[src/rtl/retire_stage_pkg.sv]
// Shared ROB head packet, retire FSM states and helpers for the retire stage.
package retire_stage_pkg;

    localparam int SYS_PHYS_REG_WIDTH = 6;
    localparam int SYS_XLEN           = 32;

    typedef struct packed {
        logic                          valid;
        logic                          completed;
        logic                          precise_state_need;
        logic [SYS_XLEN-1:0]           cs_retire_pc;
        logic [SYS_PHYS_REG_WIDTH-1:0] Told;
        logic [SYS_PHYS_REG_WIDTH-1:0] Tnew;
        logic [4:0]                    arch_dest;
        logic                          is_store;
        logic                          halt;
    } ROB_ENTRY_PACKET;

    typedef enum logic [1:0] {
        RS_RUN,
        RS_RECOVER,
        RS_DRAIN,
        RS_HALTED
    } retire_state_e;

    typedef enum logic [1:0] {
        STOP_NONE,
        STOP_REC,
        STOP_HALT
    } stop_cause_e;

    function automatic logic [1:0] popcount3(input logic [2:0] m);
        return 2'(m[0]) + 2'(m[1]) + 2'(m[2]);
    endfunction

endpackage

[src/rtl/retire_stage_select.sv]
// Combinational retire eligibility: contiguous prefix, one store per cycle.
module retire_select
    import retire_stage_pkg::*;
(
    input  ROB_ENTRY_PACKET [2:0] head_i,
    input  logic                  sq_ready_i,
    input  retire_state_e         state_i,
    output logic [2:0]            mask_o,
    output stop_cause_e           cause_o,
    output logic [1:0]            idx_o
);

    logic blocked;
    logic store_taken;

    always_comb begin
        mask_o      = '0;
        cause_o     = STOP_NONE;
        idx_o       = '0;
        blocked     = (state_i != RS_RUN);
        store_taken = 1'b0;
        for (int i = 0; i < 3; i++) begin
            if (!blocked) begin
                if (head_i[i].valid && head_i[i].completed &&
                    (!head_i[i].is_store || (sq_ready_i && !store_taken))) begin
                    mask_o[i]   = 1'b1;
                    store_taken = store_taken | head_i[i].is_store;
                    // The stopping entry itself retires; only younger slots are held.
                    if (head_i[i].halt) begin
                        blocked = 1'b1;
                        cause_o = STOP_HALT;
                        idx_o   = 2'(i);
                    end else if (head_i[i].precise_state_need) begin
                        blocked = 1'b1;
                        cause_o = STOP_REC;
                        idx_o   = 2'(i);
                    end
                end else begin
                    blocked = 1'b1;
                end
            end
        end
    end

endmodule

[src/rtl/retire_stage.sv]
// Three-wide in-order retire: commit, freelist return, recovery and halt FSM.
module retire_stage
    import retire_stage_pkg::*;
#(
    parameter int DRAIN_CYCLES = 2
) (
    input  logic                                 clk,
    input  logic                                 rst,
    input  ROB_ENTRY_PACKET [2:0]                rob_head_pkts,
    input  logic                                 sq_retire_ready,
    output logic [2:0]                           retire_mask,
    output logic [2:0]                           fl_free_valid,
    output logic [2:0][SYS_PHYS_REG_WIDTH-1:0]   fl_free_preg,
    output logic [2:0]                           amt_we,
    output logic [2:0][4:0]                      amt_areg,
    output logic [2:0][SYS_PHYS_REG_WIDTH-1:0]   amt_preg,
    output logic                                 sq_retire_valid,
    output logic                                 rec_valid,
    output logic [SYS_XLEN-1:0]                  rec_pc,
    output logic                                 halted,
    output logic [63:0]                          retired_count
);

    localparam int CNT_W = $clog2(DRAIN_CYCLES + 1);

    retire_state_e                         state_q;
    logic [CNT_W-1:0]                      cnt_q;
    logic [2:0]                            fl_free_valid_q;
    logic [2:0][SYS_PHYS_REG_WIDTH-1:0]    fl_free_preg_q;
    logic [2:0]                            amt_we_q;
    logic [2:0][4:0]                       amt_areg_q;
    logic [2:0][SYS_PHYS_REG_WIDTH-1:0]    amt_preg_q;
    logic                                  sq_retire_valid_q;
    logic                                  rec_valid_q;
    logic [SYS_XLEN-1:0]                   rec_pc_q;
    logic                                  halted_q;
    logic [63:0]                           retired_count_q;

    logic [2:0]  sel_mask;
    stop_cause_e stop_cause;
    logic [1:0]  stop_idx;
    logic [2:0]  store_vec;

    retire_select u_select (
        .head_i     (rob_head_pkts),
        .sq_ready_i (sq_retire_ready),
        .state_i    (state_q),
        .mask_o     (sel_mask),
        .cause_o    (stop_cause),
        .idx_o      (stop_idx)
    );

    assign retire_mask = rst ? sel_mask : 3'b000;

    always_comb begin
        store_vec = '0;
        for (int i = 0; i < 3; i++) begin
            store_vec[i] = rob_head_pkts[i].is_store;
        end
    end

    always_ff @(posedge clk or negedge rst) begin
        if (!rst) begin
            state_q           <= RS_RUN;
            cnt_q             <= '0;
            fl_free_valid_q   <= '0;
            fl_free_preg_q    <= '0;
            amt_we_q          <= '0;
            amt_areg_q        <= '0;
            amt_preg_q        <= '0;
            sq_retire_valid_q <= 1'b0;
            rec_valid_q       <= 1'b0;
            rec_pc_q          <= '0;
            halted_q          <= 1'b0;
            retired_count_q   <= '0;
        end else begin
            retired_count_q   <= retired_count_q + 64'(popcount3(retire_mask));
            sq_retire_valid_q <= |(retire_mask & store_vec);
            rec_valid_q       <= 1'b0;
            for (int i = 0; i < 3; i++) begin
                // Physical register 0 is the hardwired zero and never returns to the freelist.
                fl_free_valid_q[i] <= retire_mask[i] &&
                                      (rob_head_pkts[i].arch_dest != 5'd0) &&
                                      (rob_head_pkts[i].Told != '0);
                fl_free_preg_q[i]  <= rob_head_pkts[i].Told;
                amt_we_q[i]        <= retire_mask[i] &&
                                      (rob_head_pkts[i].arch_dest != 5'd0);
                amt_areg_q[i]      <= rob_head_pkts[i].arch_dest;
                amt_preg_q[i]      <= rob_head_pkts[i].Tnew;
            end
            unique case (state_q)
                RS_RUN: begin
                    if (stop_cause == STOP_REC) begin
                        state_q     <= RS_RECOVER;
                        rec_valid_q <= 1'b1;
                        rec_pc_q    <= rob_head_pkts[stop_idx].cs_retire_pc;
                    end else if (stop_cause == STOP_HALT) begin
                        state_q  <= RS_HALTED;
                        halted_q <= 1'b1;
                    end
                end
                RS_RECOVER: begin
                    state_q <= RS_DRAIN;
                    cnt_q   <= CNT_W'(DRAIN_CYCLES);
                end
                RS_DRAIN: begin
                    cnt_q <= cnt_q - CNT_W'(1);
                    if (cnt_q <= CNT_W'(1)) begin
                        state_q <= RS_RUN;
                    end
                end
                RS_HALTED: begin
                    state_q <= RS_HALTED;
                end
            endcase
        end
    end

    assign fl_free_valid   = fl_free_valid_q;
    assign fl_free_preg    = fl_free_preg_q;
    assign amt_we          = amt_we_q;
    assign amt_areg        = amt_areg_q;
    assign amt_preg        = amt_preg_q;
    assign sq_retire_valid = sq_retire_valid_q;
    assign rec_valid       = rec_valid_q;
    assign rec_pc          = rec_pc_q;
    assign halted          = halted_q;
    assign retired_count   = retired_count_q;

endmodule

[config.mk]
export PLATFORM = sky130hd
export DESIGN_NAME = retire_stage
export DESIGN_NICKNAME = d
export VERILOG_FILES = /design/src/rtl/retire_stage_pkg.sv /design/src/rtl/retire_stage_select.sv /design/src/rtl/retire_stage.sv
export SDC_FILE = /design/constraint.sdc
export NUM_CORES = 1
export LEC_CHECK = 0
export ABC_AREA = 0
export CAP_MARGIN = 0
export CORE_MARGIN = 4
export CORE_UTILIZATION = 45
export DETAILED_ROUTE_END_ITERATION = 7
export HOLD_SLACK_MARGIN = 0.03
export PLACE_DENSITY = 0.95
export SLEW_MARGIN = 20
export SYNTH_ARGS = -nofsm -noshare
export SYNTH_HDL_FRONTEND = slang
export SYNTH_SLANG_ARGS = --single-unit
[constraint.sdc]
create_clock -name clk -period 5.8 [get_ports clk]
set_input_delay 1.16 -clock clk [delete_from_list [all_inputs] [get_ports clk]]
set_output_delay 1.16 -clock clk [all_outputs]
set_load 0.02 [all_outputs]
# ---- Word level (Yosys, flattened, before mapping)
# Cells that the tools add are included.
dict set report word_totals {
  mem_bits_rw 0
  input_bits 165
  wordCells 117
  rom_bits 0
  out_inout_bits 159
  latch_bits 0
  n_memories 0
  regBits 160
}
dict set report op_classes {
  n_addsub 4
  eq_ne 7
  multipliers 0
  reduce_logical 35
  n_bitwise 3
  mux 48
  magnitude_cmp 2
  div 0
  shift 0
}
# op count
set op_table {}
lappend op_table {{$bmux 54 s2} 1}
lappend op_table {{$add 64x2->64} 1}
lappend op_table {{$mux 51} 1}
lappend op_table {{$mux 2} 21}
lappend op_table {{$mux 1} 22}
lappend op_table {{$reduce_bool 6->1} 3}
lappend op_table {{$reduce_bool 5->1} 3}
lappend op_table {{$logic_and 1x1->1} 14}
lappend op_table {{$pmux 2 s4} 1}
lappend op_table {{$eq 2x2->1 const B} 3}
lappend op_table {{$logic_not 1->1} 5}
lappend op_table {{$eq 2x1->1 const B} 2}
lappend op_table {{$pmux 2 s2} 1}
lappend op_table {{$reduce_and 2->1} 2}
lappend op_table {{$reduce_bool 2->1} 2}
lappend op_table {{$and 3x3->3} 1}
lappend op_table {{$logic_or 1x1->1} 3}
lappend op_table {{$lt 2x3->1 const B} 1}
lappend op_table {{$mux 3} 1}
lappend op_table {{$ne 3x3->1 const B} 1}
lappend op_table {{$reduce_and 3->1} 1}
lappend op_table {{$reduce_or 3->1} 1}
lappend op_table {{$add 1x1->2} 1}
lappend op_table {{$add 2x1->2} 1}
lappend op_table {{6 further kinds} 6}

# ---- Longest topological paths before layout
# Gate-level depths: netlist of run 1.
dict set report depth {
  depth_word 21
  depth_mapped 14
  depth_no_buf 14
}

# ---- Modules after synthesis
# Synthesis of run 1 repeated with hierarchy kept, for this count alone.
dict set report hier_totals {
  cells_unflattened 620
  area_unflattened_um2 6874.1
}
# mod cells_per_inst area_each_um2 n_inst
set by_module_without_submodules {}
lappend by_module_without_submodules {retire_stage 588 6662.6 1}
lappend by_module_without_submodules {retire_select 32 211.5 1}

# ---- Worst setup path after synthesis of run 1
# No wires, ideal clock.
dict set report synth_path {
  path_kind {input to register}
  startpoint {in rob_head_pkts[51] (netlist bit)}
  endpoint {reg retired_count_q[58], in the netlist retired_count[58]}
  t_arrival_ns 4.141
  slack_ns 1.580
  n_path_buf 0
  required_time_ns 5.720
  cell_stages 12
  cell_sequence {nand4bb_1 a2111oi_2 nand2_1 fa_1 inv_1 ha_1 fa_1 nand4_1 nor4_4 nand4_4 nor4_2 xor2_1}
}
dict set report synth_via {
  elab_chain_cells 14
}
# element line_no
set synth_rtl {}
lappend synth_rtl {{start, declared} retire_stage.sv:9} ;# input ROB_ENTRY_PACKET [2:0] rob_head_pkts,
lappend synth_rtl {{$mux 1 *} retire_stage_select.sv:33} ;# end else if (head_i[i].precise_state_need) begin
lappend synth_rtl {{$mux 1 *} retire_stage_select.sv:29} ;# if (head_i[i].halt) begin
lappend synth_rtl {{$mux 1 *} retire_stage_select.sv:24} ;# if (head_i[i].valid && head_i[i].completed &&
lappend synth_rtl {{$mux 1 *} retire_stage_select.sv:23} ;# if (!blocked) begin
lappend synth_rtl {{$mux 1} retire_stage_select.sv:23}
lappend synth_rtl {{$logic_not 1->1} retire_stage_select.sv:25} ;# (!head_i[i].is_store || (sq_ready_i && !store_taken))) begin
lappend synth_rtl {{$logic_and 1x1->1} retire_stage_select.sv:25}
lappend synth_rtl {{$logic_or 1x1->1} retire_stage_select.sv:25}
lappend synth_rtl {{$logic_and 1x1->1} retire_stage_select.sv:24}
lappend synth_rtl {{$mux 1} retire_stage_select.sv:24}
lappend synth_rtl {{$mux 1} retire_stage_select.sv:23}
lappend synth_rtl {{$mux 3 *} retire_stage.sv:53} ;# assign retire_mask = rst ? sel_mask : 3'b000;
lappend synth_rtl {{$add 2x1->2 *} retire_stage_pkg.sv:33} ;# return 2'(m[0]) + 2'(m[1]) + 2'(m[2]);
lappend synth_rtl {{$add 64x2->64 *} retire_stage.sv:77} ;# retired_count_q <= retired_count_q + 64'(popcount3(retire_mask));
lappend synth_rtl {{end signal, assigned} retire_stage.sv:77}
lappend synth_rtl {{end, declared} retire_stage.sv:37} ;# logic [63:0] retired_count_q;
# Mark *: on every way between the ends. The rest lies on a longest branch, timed or not.
# A chain may end at the register's enable or synchronous reset.

# ---- Worst setup path after layout of run 1
dict set report layout_path {
  startpoint {in rob_head_pkts[106] (netlist bit)}
  endpoint {out retire_mask[2]}
}
dict set report layout_via {
  elab_chain_cells 11
}
# element line_no
set layout_rtl {}
lappend layout_rtl {{$logic_and 1x1->1 * (2 in series)} retire_stage_select.sv:24}
lappend layout_rtl {{$mux 1} retire_stage_select.sv:24}
lappend layout_rtl {{$mux 1} retire_stage_select.sv:23}
lappend layout_rtl {{$logic_not 1->1} retire_stage_select.sv:25}
lappend layout_rtl {{$logic_and 1x1->1} retire_stage_select.sv:25}
lappend layout_rtl {{$logic_or 1x1->1} retire_stage_select.sv:25}
lappend layout_rtl {{$logic_and 1x1->1} retire_stage_select.sv:24}
lappend layout_rtl {{$mux 1} retire_stage_select.sv:24}
lappend layout_rtl {{$mux 1 *} retire_stage_select.sv:23}
lappend layout_rtl {{$mux 3 *} retire_stage.sv:53}
lappend layout_rtl {{end, declared} retire_stage.sv:11} ;# output logic [2:0] retire_mask,
# Marks and branches as above.

==> run metrics, run 1 <==
critical path arrival=3740 ps; hold path cells=1; fin cells=1,118; vias per cell=5.41; Multi-input gate area=2750 sq um; Sequential Area=4000 sq um; Reg2Reg Setup Slack=around 1600 ps; Clock Sinks=160; slew margin rel.=53.0%; R2R depth=15; CP Launch Type=input pin; fin. max-slew vios=0; CP Class=in -> out; IO Pins=324; synthesized net count=764; full die area=17,300 sq um; Core ar.=14,800 sq um; layout cell share with drive strength beyond 1=7.07%; Most used DFF post-synth=dfrtp_1; slew at the pin closest to its max-slew limit=705 ps; synth unique cells=51; Final setup viols=0; Hold Crit Class=reg -> reg; wirelength, routed=between 20,000 and 25,000 um; clk_lat worst skew=roughly 420 ps; leakage=0.00494 uW; synth warn=0; post-cts repair resize count=0; maxcap violations=0; global-route usage over all layers=approximately a quarter; num rows=44; Routed wire per std cell=between 20 and 25 um; leading area contributor after synthesis=dfrtp_1; worst hold start=halted; Synth Area per Inst=11.7 sq um; ANT nets after route=0; r2r startpoint=state_q[0]; VDD IR max=0.234 mV; clk slew on worst S/H paths=70 ps; grt total ovfl=0; initial antenna violation count=1; Power, Total=3320 uW; Max Fclk=0.204 GHz; Setup Fix Bufs, Post-CTS=0; Hold Violations, Final=0; GP Congestion=0.845; DRT iter0 DRCs=378; pwr dens=304 nW/um^2; EDFF count, synth=0; Final Cycle Share=about 84%; I/O Buffers=323; Worst Path Required=4640 ps; Fin Setup TNS=0 ps; minimum clock period=4900 ps; # fillers=between 900 and 1,000; unrepaired setup endpoints after global routing=no; WHS Endpoint=halted; CTS tree=built; Final nets=1,096; Seq cells post-synth=between 150 and 200; synthesized area=6880 sq um; Remaining DRCs=0; asr flop ratio synth=100%; CTS root buffer=clkbuf_16; area grow syn2layout=58.8%; clk buf depth=2; vias in the first global route=6,456; first-pass GRT wire length=between 30,000 and 40,000 um; Final HPWL DP=17,200 um; Util after Layout=74.1%; status=finished clean; post-synth top area share=between 50% and 60%; hold buffer count at CTS=0; Post-Place Cells=1,085; largest net degree at the start of global routing=just over 60; reg2reg end=retired_count[58]; Worst Skew=12.3 ps; CTS buffer count=17; H-Tree Depth=4; starting density of the core=between 40% and 50%; CP max FO=3; CP Capture Type=output port; Hold WS=473 ps; Gate Count Post-Synth=588; sequential area share after synthesis=about three fifths; DR pass1 iterations=5; via count=6,048; Area contributors post-synth=dfrtp_1 (58%), mux2i_1 (4.7%), xor2_1 (4.6%); Die H=approximately 130 um; Die Wd=roughly 130 um
area by class of cell:
type	count	share of cell area (%)
flip-flops and latches	160	36.6
repair buffers	331	30.1
multi-input cells	393	25.1
clock buffers	19	4.14
well taps	184	2.11
clock inverters	13	1.25
inverters	17	0.584
diodes	1	0.0229
where the power goes:
part	total (uW)	switching [uW]	internal (uW)
logic	857	435	422
registers	1350	90.9	1260
clock network	1110	482	630
worst max-delay path, stage by stage:
cell	delay, ps
clkdlybuf4s50_1	520
nor4bb_1	610
nand4_1	330
nor3_1	390
clkdlybuf4s50_1	720
cells in the final DEF (no fill, tap or decap), types with 4 or more instances in the layout:
cell type        synthesis  layout
mux2i_1                 32      32
a21oi_1                  6       6
ha_1                     9       9
xor2_1                  36      36
xnor2_1                 26      26
nand2_1                 66      66
nand4_1                 13      13
clkdlybuf4s50_1          0     322
nor3_1                  16      16
nor4_1                   4       4
dfrtp_1                160     160
nor3_2                   4       4
buf_4                    0       8
nor4_4                   4       5
or3_1                    4       4
nand3_1                 60      60
o211ai_1                32      32
o21ai_0                  5       5
inv_1                   16      16
inv_6                    0       8
clkbuf_16                0      17
nor2_1                  28      28
state kept, by name (all words and copies together), names as in the netlist:
signal / cells
amt_preg: 18
rec_valid: 1
fl_free_valid: 3
rec_pc: 32
retired_count: 64
sq_retire_valid: 1
fl_free_preg: 18
cnt_q: 2
amt_areg: 15
halted: 1
amt_we: 3
state_q: 2
cells in the mapped netlist, drive strengths merged, types with 5 or more instances:
cell type and count:
inv 16, nand2 66, o21ai 6, xor2 36, buf 10, mux2i 32, o211ai 32, ha 9
nor4 12, a21oi 6, nand4 18, clkbuf 8, xnor2 26, dfrtp 160, nor2 29, nand3 61
and3 5, nor3 20
through the flow:
step                      setup WS, ps  cell area (sq um)
after CTS                          967              10900
final                              902              10900
after floorplan                   1580               6880
after global placement             791              10300
after detailed placement           635              10300
after global routing               725              10900
per-layer routing:
metal / vias to the layer above / GRT usage, % / wire length (um)
met5: - / 0 / 0
met4: 0 / 8.87 / 711
met3: 46 / 8.79 / 1880
met2: 277 / 46.7 / 11900
met1: 2981 / 27.5 / 7940
li1: 2744 / - / -
logic make-up after synthesis:
group | Yosys count | share of synthesized area [%]
and+or+nand+nor | 229 | 18.6
DFF | 160 | 58.2
xor gates and xnor gates | 62 | 7.89
AOI/OAI and AO/OA | 59 | 6.25
buffers and inverters | 35 | 2.18
muxes | 32 | 4.65
adders and majority gates | 11 | 2.22
worst max-delay path by stage:
stage | end | startpoint | slack, ps | cells past startpoint
after floorplan | retired_count[58] | rob_head_pkts[51] | 1580 | 12
after global placement | retired_count[58] | rob_head_pkts[0] | 790 | 14
after detailed placement | retired_count[58] | rob_head_pkts[0] | 640 | 14
after CTS | retire_mask[2] | rob_head_pkts[106] | 970 | 5
after global routing | retired_count[58] | rob_head_pkts[0] | 720 | 14
final | retire_mask[2] | rob_head_pkts[106] | 900 | 5
(Power assumes the default switching activity.)
==> inputs of run 2 (changes only) <==
--- a/config.mk
+++ b/config.mk
@@ -8,10 +8,10 @@
 export ABC_AREA = 0
 export CAP_MARGIN = 0
 export CORE_MARGIN = 4
-export CORE_UTILIZATION = 45
+export CORE_UTILIZATION = 37
 export DETAILED_ROUTE_END_ITERATION = 7
 export HOLD_SLACK_MARGIN = 0.03
-export PLACE_DENSITY = 0.95
+export PLACE_DENSITY = 0.84
 export SLEW_MARGIN = 20
 export SYNTH_ARGS = -nofsm -noshare
 export SYNTH_HDL_FRONTEND = slang
==> constraint.sdc (replaced) <==
create_clock -name clk -period 4 [get_ports clk]
set_input_delay 0.8 -clock clk [delete_from_list [all_inputs] [get_ports clk]]
set_output_delay 0.8 -clock clk [all_outputs]
set_load 0.02 [all_outputs]
==> run metrics, run 2 (same netlist as run 1, synthesis figures left out) <==
Final Cycle Share=~96%; DR pass1 iterations=4 (was 5); area grow syn2layout=65.1% (was 58.8%); status=finished clean (unchanged); vias per cell=5.00 (was 5.41); Power, Total=4780 uW (was 3320 uW); DRT iter0 DRCs=255 (was 378); global-route usage over all layers=19.6% (was 25.5%); GP Congestion=0.811 (was 0.845); wirelength, routed=21,000 um (was 22,500 um); CP Launch Type=input pin (unchanged); leakage=0.00514 uW (was 0.00494 uW); Worst Skew=10.4 ps (was 12.3 ps); CTS root buffer=clkbuf_16 (unchanged); full die area=20,800 sq um (was 17,300 sq um); num rows=49 (was 44); minimum clock period=about 3800 ps; Final nets=1,126 (was 1,096); most frequent cells in the layout=clkdlybuf4s50_1 (317), dfrtp_1 (160), nand2_1 (65) (was clkdlybuf4s50_1 (322), dfrtp_1 (160), nand2_1 (66)); initial antenna violation count=1 (unchanged); clk buf depth=2 (unchanged); VDD IR max=0.305 mV (was 0.234 mV); slew margin rel.=38.5% (was 53.0%); critical path arrival=4150 ps (was 3740 ps); clk_lat worst skew=410 ps (was 420 ps); CTS buffer count=17 (unchanged); layout cell share with drive strength beyond 1=11.0% (was 7.07%); Final setup viols=0 (unchanged); fin. max-slew vios=0 (unchanged); CP max FO=6 (was 3); Remaining DRCs=0 (unchanged); Die Wd=144 um (was 132 um); met2 GRT Util=33.7% (was 46.7%); dpl ws=-577 ps (was 635 ps); Routed wire per std cell=17.6 um (was 20.1 um); CTS tree=built (unchanged); hold buffer count at CTS=0 (unchanged); Hold Crit Class=in -> async (was reg -> reg); first-pass GRT wire length=31,900 um (was 34,700 um); ANT nets after route=0 (unchanged); PnR worst setup slack=178 ps (was 902 ps); Die H=144 um (was 132 um); Core ar.=18,100 sq um (was 14,800 sq um); grt total ovfl=0 (unchanged); met1 GRT Util=22.6% (was 27.5%); Final HPWL DP=16,100 um (was 17,200 um); max reg flops=64 (unchanged); Util after Layout=62.6% (was 74.1%); slew at the pin closest to its max-slew limit=919 ps (was 705 ps); starting density of the core=37.9% (was 46.7%); Clock Sinks=160 (unchanged); H-Tree Depth=4 (unchanged); Max Fclk=0.262 GHz; pwr dens=421 nW/um^2 (was 304 nW/um^2); routing usage on met3=7.24% (was 8.79%); I/O Buffers=323 (unchanged); vias in the first global route=6,033 (was 6,456); largest net degree at the start of global routing=142 (was 62); Worst Path Required=4330 ps (was 4640 ps); via count=5,962 (was 6,048); Hold Violations, Final=0 (unchanged); maxcap violations=0 (unchanged); CP Capture Type=flop (was output port); Most Crowded Layer GR=met2 (unchanged); IO Pins=324 (unchanged); most common cell after layout, fill and taps aside=clkdlybuf4s50_1 (unchanged); clk slew on worst S/H paths=70 ps (about the same); Hold WS=239 ps (was 473 ps); CP Class=in -> reg (was in -> out)
run 2: cell count changes in the layout (fill, tap and decap cells not counted), sizes merged:
| cell | delta |
|---|---|
| clkinv | -1 |
| dlymetal6s2s | +5 |
| clkinvlp | +5 |
| inv | -3 |
| clkdlybuf4s50 | -5 |
| clkbuf | -1 |
| buf | +30 |
run 2: layout make-up:
type / count / area (sq um)
Fill cell: 1438 / 6790
Sequential cell: 160 / 4000
Timing Repair Buffer: 361 / 3600
Multi-Input combinational cell: 393 / 2830
Clock buffer: 18 / 429
Tap cell: 229 / 287
Clock inverter: 14 / 149
Inverter: 17 / 63.8
Antenna cell: 1 / 2.50
run 2: power by group:
group	leakage (uW)	total, uW	switching (uW)	internal (uW)
clock	0.000263	1580	705	878
sequential	0.00207	1950	126	1830
combinational	0.00281	1240	610	632
run 2: worst max-delay path, stage by stage:
cell and delay [ps]:
clkdlybuf4s50_1 430, buf_4 150, nor4bb_1 410, nand4_1 250
nor3_2 240, ha_2 260, fa_2 230, nand4_1 200
nor4_4 440, nand4_4 230, buf_6 210, nor2_2 120
xor2_1 180
run 2: stage by stage:
stage | instances | area (sq um) | setup TNS [ps]
5_1_grt | 1193 | 11400 | -20.7
3_5_place_dp | 1154 | 10600 | -11810
3_3_place_gp | 1154 | 10600 | -7720
2_1_floorplan | 588 | 6880 | 0
4_1_cts | 1187 | 11200 | 0
6_report | 1193 | 11400 | 0
run 2: worst paths after layout:
check	startpoint	to	slack, ps	cells past startpoint
hold / removal	rst	amt_we[0]	240	1
setup reg to reg	state_q[0]	retired_count[52]	260	15
setup / recovery	rob_head_pkts[0]	retired_count[52]	180	13
hold reg to reg	halted	halted	460	1
min in group clk	halted	halted	460	1
max in group asynchronous	rst	amt_preg[15]	2760	2
run 2: timing repair:
item / CTS / global route
gates resized for setup: 1 / 19
buffers inserted: 1 / 5
pin swaps: 2 / 8
endpoints found under the setup margin: 8 / 23
run 2: layer usage:
layer,routed length [um],vias to the layer above,share of wire (%)
met1,7890,2886,38
li1,-,2812,-
met3,2000,25,9.5
met5,0,-,0
met2,10700,239,51
met4,395,0,1.9
